## config.mk

```make
export PLATFORM = sky130hd
export DESIGN_NAME = cordic_vectoring
export DESIGN_NICKNAME = d
export VERILOG_FILES = /design/src/rtl/cordic_pkg.sv /design/src/rtl/cordic_micro_rot.sv /design/src/rtl/cordic_vectoring.sv
export SDC_FILE = /design/constraint.sdc
export NUM_CORES = 1
export LEC_CHECK = 0
export ABC_AREA = 1
export CAP_MARGIN = 20
export CORE_MARGIN = 2
export CORE_UTILIZATION = 50
export DETAILED_ROUTE_END_ITERATION = 12
export PLACE_DENSITY = 0.68
export SLEW_MARGIN = 20
export SYNTH_ARGS = -nofsm -noshare
export SYNTH_HDL_FRONTEND = slang
export SYNTH_SLANG_ARGS = --single-unit
```

## constraint.sdc

```tcl
create_clock -name clock -period 6.5 [get_ports clock]
set_input_delay 0.65 -clock clock [delete_from_list [all_inputs] [get_ports clock]]
set_output_delay 0.65 -clock clock [all_outputs]
set_load 0.02 [all_outputs]
```

## src/rtl/cordic_pkg.sv

```systemverilog
// Shared CORDIC definitions: binary-angle constants, arctangent table, gain
// compensation and FSM states used by the rotation and vectoring blocks.
package cordic_pkg;

    // Binary angle: 2^32 units per full turn.
    localparam logic [31:0] PI_4 = 32'h2000_0000;
    localparam logic [31:0] PI_2 = PI_4 << 1;
    localparam logic [31:0] PI   = PI_2 << 1;

    // 1/K = 0.60725 in Q2.14.
    localparam logic signed [31:0] GAIN_COMP = 32'sd9949;

    typedef enum logic [1:0] {
        ST_IDLE,
        ST_PREROT,
        ST_ITER,
        ST_SCALE
    } cordic_state_t;

    // atan(2^-i) in binary-angle units, rounded to nearest.
    function automatic logic [31:0] atan_lut(input logic [3:0] idx);
        logic [31:0] value;
        case (idx)
            4'd0:    value = PI_4;
            4'd1:    value = 32'h12E4_051E;
            4'd2:    value = 32'h09FB_385B;
            4'd3:    value = 32'h0511_11D4;
            4'd4:    value = 32'h028B_0D43;
            4'd5:    value = 32'h0145_D7E1;
            4'd6:    value = 32'h00A2_F61E;
            4'd7:    value = 32'h0051_7C55;
            4'd8:    value = 32'h0028_BE53;
            4'd9:    value = 32'h0014_5F2F;
            4'd10:   value = 32'h000A_2F98;
            4'd11:   value = 32'h0005_17CC;
            4'd12:   value = 32'h0002_8BE6;
            4'd13:   value = 32'h0001_45F3;
            4'd14:   value = 32'h0000_A2FA;
            default: value = 32'h0000_0000;
        endcase
        return value;
    endfunction

endpackage

```

## src/rtl/cordic_micro_rot.sv

```systemverilog
// One combinational CORDIC micro-rotation, shared by rotation and vectoring.
// clockwise=1 rotates the vector by -atan(2^-i) and adds atan(2^-i) to z.
module cordic_micro_rot
    import cordic_pkg::*;
#(
    parameter int XY_WIDTH = 18
) (
    input  logic [XY_WIDTH-1:0] x,
    input  logic [XY_WIDTH-1:0] y,
    input  logic [31:0]         z,
    input  logic [3:0]          shift,
    input  logic                clockwise,
    output logic [XY_WIDTH-1:0] x_next,
    output logic [XY_WIDTH-1:0] y_next,
    output logic [31:0]         z_next
);

    logic signed [XY_WIDTH-1:0] x_sh;
    logic signed [XY_WIDTH-1:0] y_sh;
    logic [31:0]                angle;

    assign x_sh  = $signed(x) >>> shift;
    assign y_sh  = $signed(y) >>> shift;
    assign angle = atan_lut(shift);

    assign x_next = clockwise ? x + y_sh : x - y_sh;
    assign y_next = clockwise ? y - x_sh : y + x_sh;
    assign z_next = clockwise ? z + angle : z - angle;

endmodule

```

## src/rtl/cordic_vectoring.sv

```systemverilog
// Iterative vectoring-mode CORDIC: (x, y) -> magnitude and atan2 phase,
// one micro-rotation per clock, start/done handshake.
module cordic_vectoring
    import cordic_pkg::*;
#(
    parameter int WIDTH       = 16,
    parameter int ITERATIONS  = 15,
    parameter int ANGLE_WIDTH = 32
) (
    input  logic                   clock,
    input  logic                   reset,
    input  logic                   start,
    input  logic [WIDTH-1:0]       x_in,
    input  logic [WIDTH-1:0]       y_in,
    output logic [WIDTH-1:0]       magnitude,
    output logic [ANGLE_WIDTH-1:0] phase,
    output logic                   busy,
    output logic                   done
);

    // Two guard bits absorb -(-2^(WIDTH-1)) and the ~1.647 CORDIC gain.
    localparam int XW = WIDTH + 2;

    cordic_state_t state, state_next;

    logic signed [XW-1:0] x_r, y_r;
    logic [31:0]          z_r;
    logic [3:0]           iter;
    logic                 zero_r;
    logic [XW-1:0]        x_nx, y_nx;
    logic [31:0]          z_nx;
    logic signed [31:0]   prod;
    logic                 last_iter;

    cordic_micro_rot #(.XY_WIDTH(XW)) u_micro_rot (
        .x        (x_r),
        .y        (y_r),
        .z        (z_r),
        .shift    (iter),
        .clockwise(~y_r[XW-1]),
        .x_next   (x_nx),
        .y_next   (y_nx),
        .z_next   (z_nx)
    );

    assign last_iter = (iter == 4'(ITERATIONS - 1));
    assign prod      = 32'(x_r) * GAIN_COMP;

    always_ff @(posedge clock or posedge reset) begin
        if (reset) state <= ST_IDLE;
        else       state <= state_next;
    end

    always_comb begin
        state_next = state;
        case (state)
            ST_IDLE:   if (start) state_next = ST_PREROT;
            ST_PREROT: state_next = ST_ITER;
            ST_ITER:   if (last_iter) state_next = ST_SCALE;
            ST_SCALE:  state_next = ST_IDLE;
            default:   state_next = ST_IDLE;
        endcase
    end

    always_ff @(posedge clock or posedge reset) begin
        if (reset) begin
            x_r       <= '0;
            y_r       <= '0;
            z_r       <= '0;
            iter      <= '0;
            zero_r    <= 1'b0;
            magnitude <= '0;
            phase     <= '0;
            busy      <= 1'b0;
            done      <= 1'b0;
        end else begin
            // NOTE: default-low here makes done a single-cycle pulse without extra state.
            done <= 1'b0;
            case (state)
                ST_IDLE: begin
                    if (start) begin
                        x_r  <= XW'($signed(x_in));
                        y_r  <= XW'($signed(y_in));
                        busy <= 1'b1;
                    end
                end
                ST_PREROT: begin
                    // Left half-plane: rotate by pi so iterations only see x >= 0.
                    if (x_r[XW-1]) begin
                        x_r <= -x_r;
                        y_r <= -y_r;
                        z_r <= PI;
                    end else begin
                        z_r <= '0;
                    end
                    iter   <= '0;
                    zero_r <= (x_r == '0) && (y_r == '0);
                end
                ST_ITER: begin
                    x_r  <= x_nx;
                    y_r  <= y_nx;
                    z_r  <= z_nx;
                    iter <= iter + 4'd1;
                end
                ST_SCALE: begin
                    magnitude <= zero_r ? '0 : WIDTH'(prod >>> 14);
                    phase     <= zero_r ? '0 : ANGLE_WIDTH'(z_r);
                    done      <= 1'b1;
                    busy      <= 1'b0;
                end
                default: ;
            endcase
        end
    end

endmodule

```

==> flow_summary.json <==
{
  "initial_core_util_pct": 50.50,
  "place_congestion": 0.9589,
  "cp.arrival_ps": 6310,
  "slowest_stage": "dfrtp_1",
  "fin_tns_setup_ps": 0,
  "ys_top_cells_by_area": "dfrtp_1, ha_1, nand2_1, fa_1, inv_1",
  "via_count": 17350,
  "h-tree-depth": 4,
  "ys_warn_count": 0,
  "critPathTopFamily": "adder cells",
  "ys_seq_area_share_pct": 17.54,
  "syn_inst": 2572,
  "post-route-drc-count": 0,
  "slew_headroom_pct": 28.69,
  "finClkSkew_ps": 11.01,
  "syn_area_um2": 17830,
  "clk_latency_ps": 450,
  "antenna_found_initial": 0,
  "cts_inserted_buffers": 17,
  "die_area_um2": 37190,
  "drive_gt1_share_pct": 3.226,
  "timing.critical_path.mode_cell": "nand2_1",
  "core_region_area_um2": 35310,
  "synth_most_common_cell": "nand2_1",
  "cts_tree": "built",
  "maxCapViolations": 0,
  "ctsHoldBuffers": 0,
  "ios": 85,
  "clock_path_buffers": 2,
  "holdCritPathClass": "reg -> reg",
  "dp_hpwl_um": 42100,
  "ys_types": 52,
  "grt_overflow": 0,
  "netlist.area_leader.share_pct": 17.54,
  "synth_top_area_cell": "dfrtp_1",
  "insertedDiodeCount": 0,
  "placementRows": 69,
  "avgViaCountPerCell": 5.603,
  "ys.flop_type": "dfrtp_1",
  "firstDrtPassIters": 6,
  "chipHeight_um": 192.9,
  "path_buf_inv": 3,
  "drt_wl_total_um": 53140,
  "clk_pin_slew_ps": 60,
  "areaGrowthSynthToFinish_pct": 10.46,
  "tightestPinTransition_ps": 1061,
  "end_kind": "flop",
  "mappedNetlistNets": 2929,
  "path_cells": "inv_1 -> ha_1 -> xnor2_1 -> o21ai_0 -> fa_1 -> fa_1 -> fa_1 -> inv_1 -> fa_1 -> inv_1 -> ha_1 -> nand2_1 -> nor2_1 -> nand4_1 -> o21ai_0 -> nand2_1 -> nand2_1 -> nand2_1 -> nand2_1 -> nand2_1 -> nand3_1 -> nand2_1",
  "ctsResizeCount": 0,
  "ys_seq_elements": 125,
  "finalNetCount": 2979,
  "finalCriticalPeriod_ps": 5979,
  "grt_max_degree": 73,
  "drtIter0Drc": 1501,
  "rsz0062_at_grt": "no",
  "slew_violations": 0,
  "grtUsageTotal_pct": 29.07,
  "ant_nets": 0,
  "clock.fmax_mhz": 167.3,
  "synth-edff-count": 0,
  "path_max_fanout": 13,
  "required_ps": 6840,
  "crit_type": "reg -> reg",
  "grt_pass1_vias": 16250,
  "post_drt_wl_per_cell_um": 17.17,
  "die_w_um": 192.9,
  "post_cts_buffers": 0,
  "slowest_delay_ps": 680,
  "syn_area_per_cell_um2": 6.933,
  "cts_root_buf": "clkbuf_16",
  "fin_crit_sh_pct": 91.98,
  "yosys-top-cells-count": "nand2_1, inv_1, o21ai_0",
  "outcome": "complete, no violations",
  "cts.sinks": 125,
  "crit_path_start_kind": "flop",
  "finalCoreUtilization_pct": 55.78,
  "io_buffers": 84,
  "synthArstFlopShare_pct": 100.0,
  "report.final.hold_viol_count": 0,
  "setup_viol": 0,
  "grt_pass1_wl_um": 85050
}
==> registers in the layout (all words and copies together), names as in the netlist <==
name       count
busy           1
done           1
iter           4
magnitude     16
phase         32
state          2
x_r           18
y_r           18
z_r           32
zero_r         1
==> cells in the final DEF (no fill, tap or decap), drive strengths merged, types with 2 or more instances in the layout <==
cell           synthesis  layout
a211oi                 2       2
a21boi                 2       2
a21o                   4       4
a21oi                195     195
a22o                   2       2
a22oi                  5       5
a31oi                 15      15
and2                   3       3
buf                   36      22
bufinv                 0       4
clkbuf                39      19
clkdlybuf4s50          0      84
clkinv                 4      11
dfrtp                125     125
fa                   100     100
ha                   222     222
inv                  405     407
nand2                536     536
nand3                191     191
nand3b                 6       6
nand4                 22      22
nor2                 184     184
nor3                  25      25
nor4                   5       5
o211ai                18      18
o21a                   8       8
o21ai                261     261
o21bai                 7       7
o221ai                 6       6
o22ai                 25      25
o311ai                 5       5
o31ai                  9       9
or2                   10      10
xnor2                 24      24
xor2                  64      64
==> final timing paths <==
| kind | startpoint | to | slack (ps) | cells past startpoint |
|---|---|---|---|---|
| min | phase[23] | phase[23] | 480 | 2 |
| min in group asynchronous | reset | phase[29] | 700 | 2 |
| max in group asynchronous | reset | y_r[11] | 4600 | 3 |
| max | x_r[6] | magnitude[14] | 520 | 22 |
| max reg2reg | x_r[6] | magnitude[14] | 520 | 22 |
| min reg2reg | phase[23] | phase[23] | 480 | 2 |
==> worst reg2reg max path, delay by kind of cell (launching register included) <==
family | cells | cell delay (ps)
simple gates | 10 | 1010
xor+xnor | 1 | 270
flops | 1 | 680
fa+ha+maj | 6 | 2870
compound gates | 2 | 750
buf+inv | 3 | 270
==> routing by layer <==
layer  up-vias  GRT usage (%)  share of wire [%]
met5         -              0                  0
met4         0          8.867                2.3
met3        69          3.801                5.8
met2       559          45.67                 45
met1      8155          41.42                 47
li1       8563              -                  -
==> area by class of cell <==
cell class	count	area, um^2
Fill cell	3523	15610
Inverter	409	1540
Clock inverter	13	187.7
Timing Repair Buffer	106	1006
Sequential cell	125	3128
Tap cell	461	576.8
Clock buffer	19	442.9
Multi-Input combinational cell	1963	12820
==> logic make-up (layout without fill, tap and decap cells) <==
kind of cell / after synthesis / in the layout / share of synthesized area [%]
compound gates: 570 / 570 / 17.51
mux: 1 / 1 / 0.06314
flops: 125 / 125 / 17.54
fa+ha+maj: 322 / 322 / 26.80
buf+inv: 484 / 547 / 10.62
simple gates: 982 / 982 / 23.14
xor+xnor: 88 / 88 / 4.322
==> stage by stage <==
stage / cells / setup slack, ps / hold slack (ps) / area (um^2)
6_report: 3096 / 521.2 / 481.5 / 19700
5_1_grt: 3096 / 162.6 / 499.0 / 19700
4_1_cts: 3096 / 590.5 / 481.4 / 19700
3_5_place_dp: 3064 / 607.3 / 464.3 / 19070
3_3_place_gp: 3064 / 690.5 / 464.5 / 19070
2_1_floorplan: 2572 / 574.0 / 454.4 / 17830
Power is not shown: default switching activity piles up to over one toggle a cycle in this logic, so the estimate is an artifact.
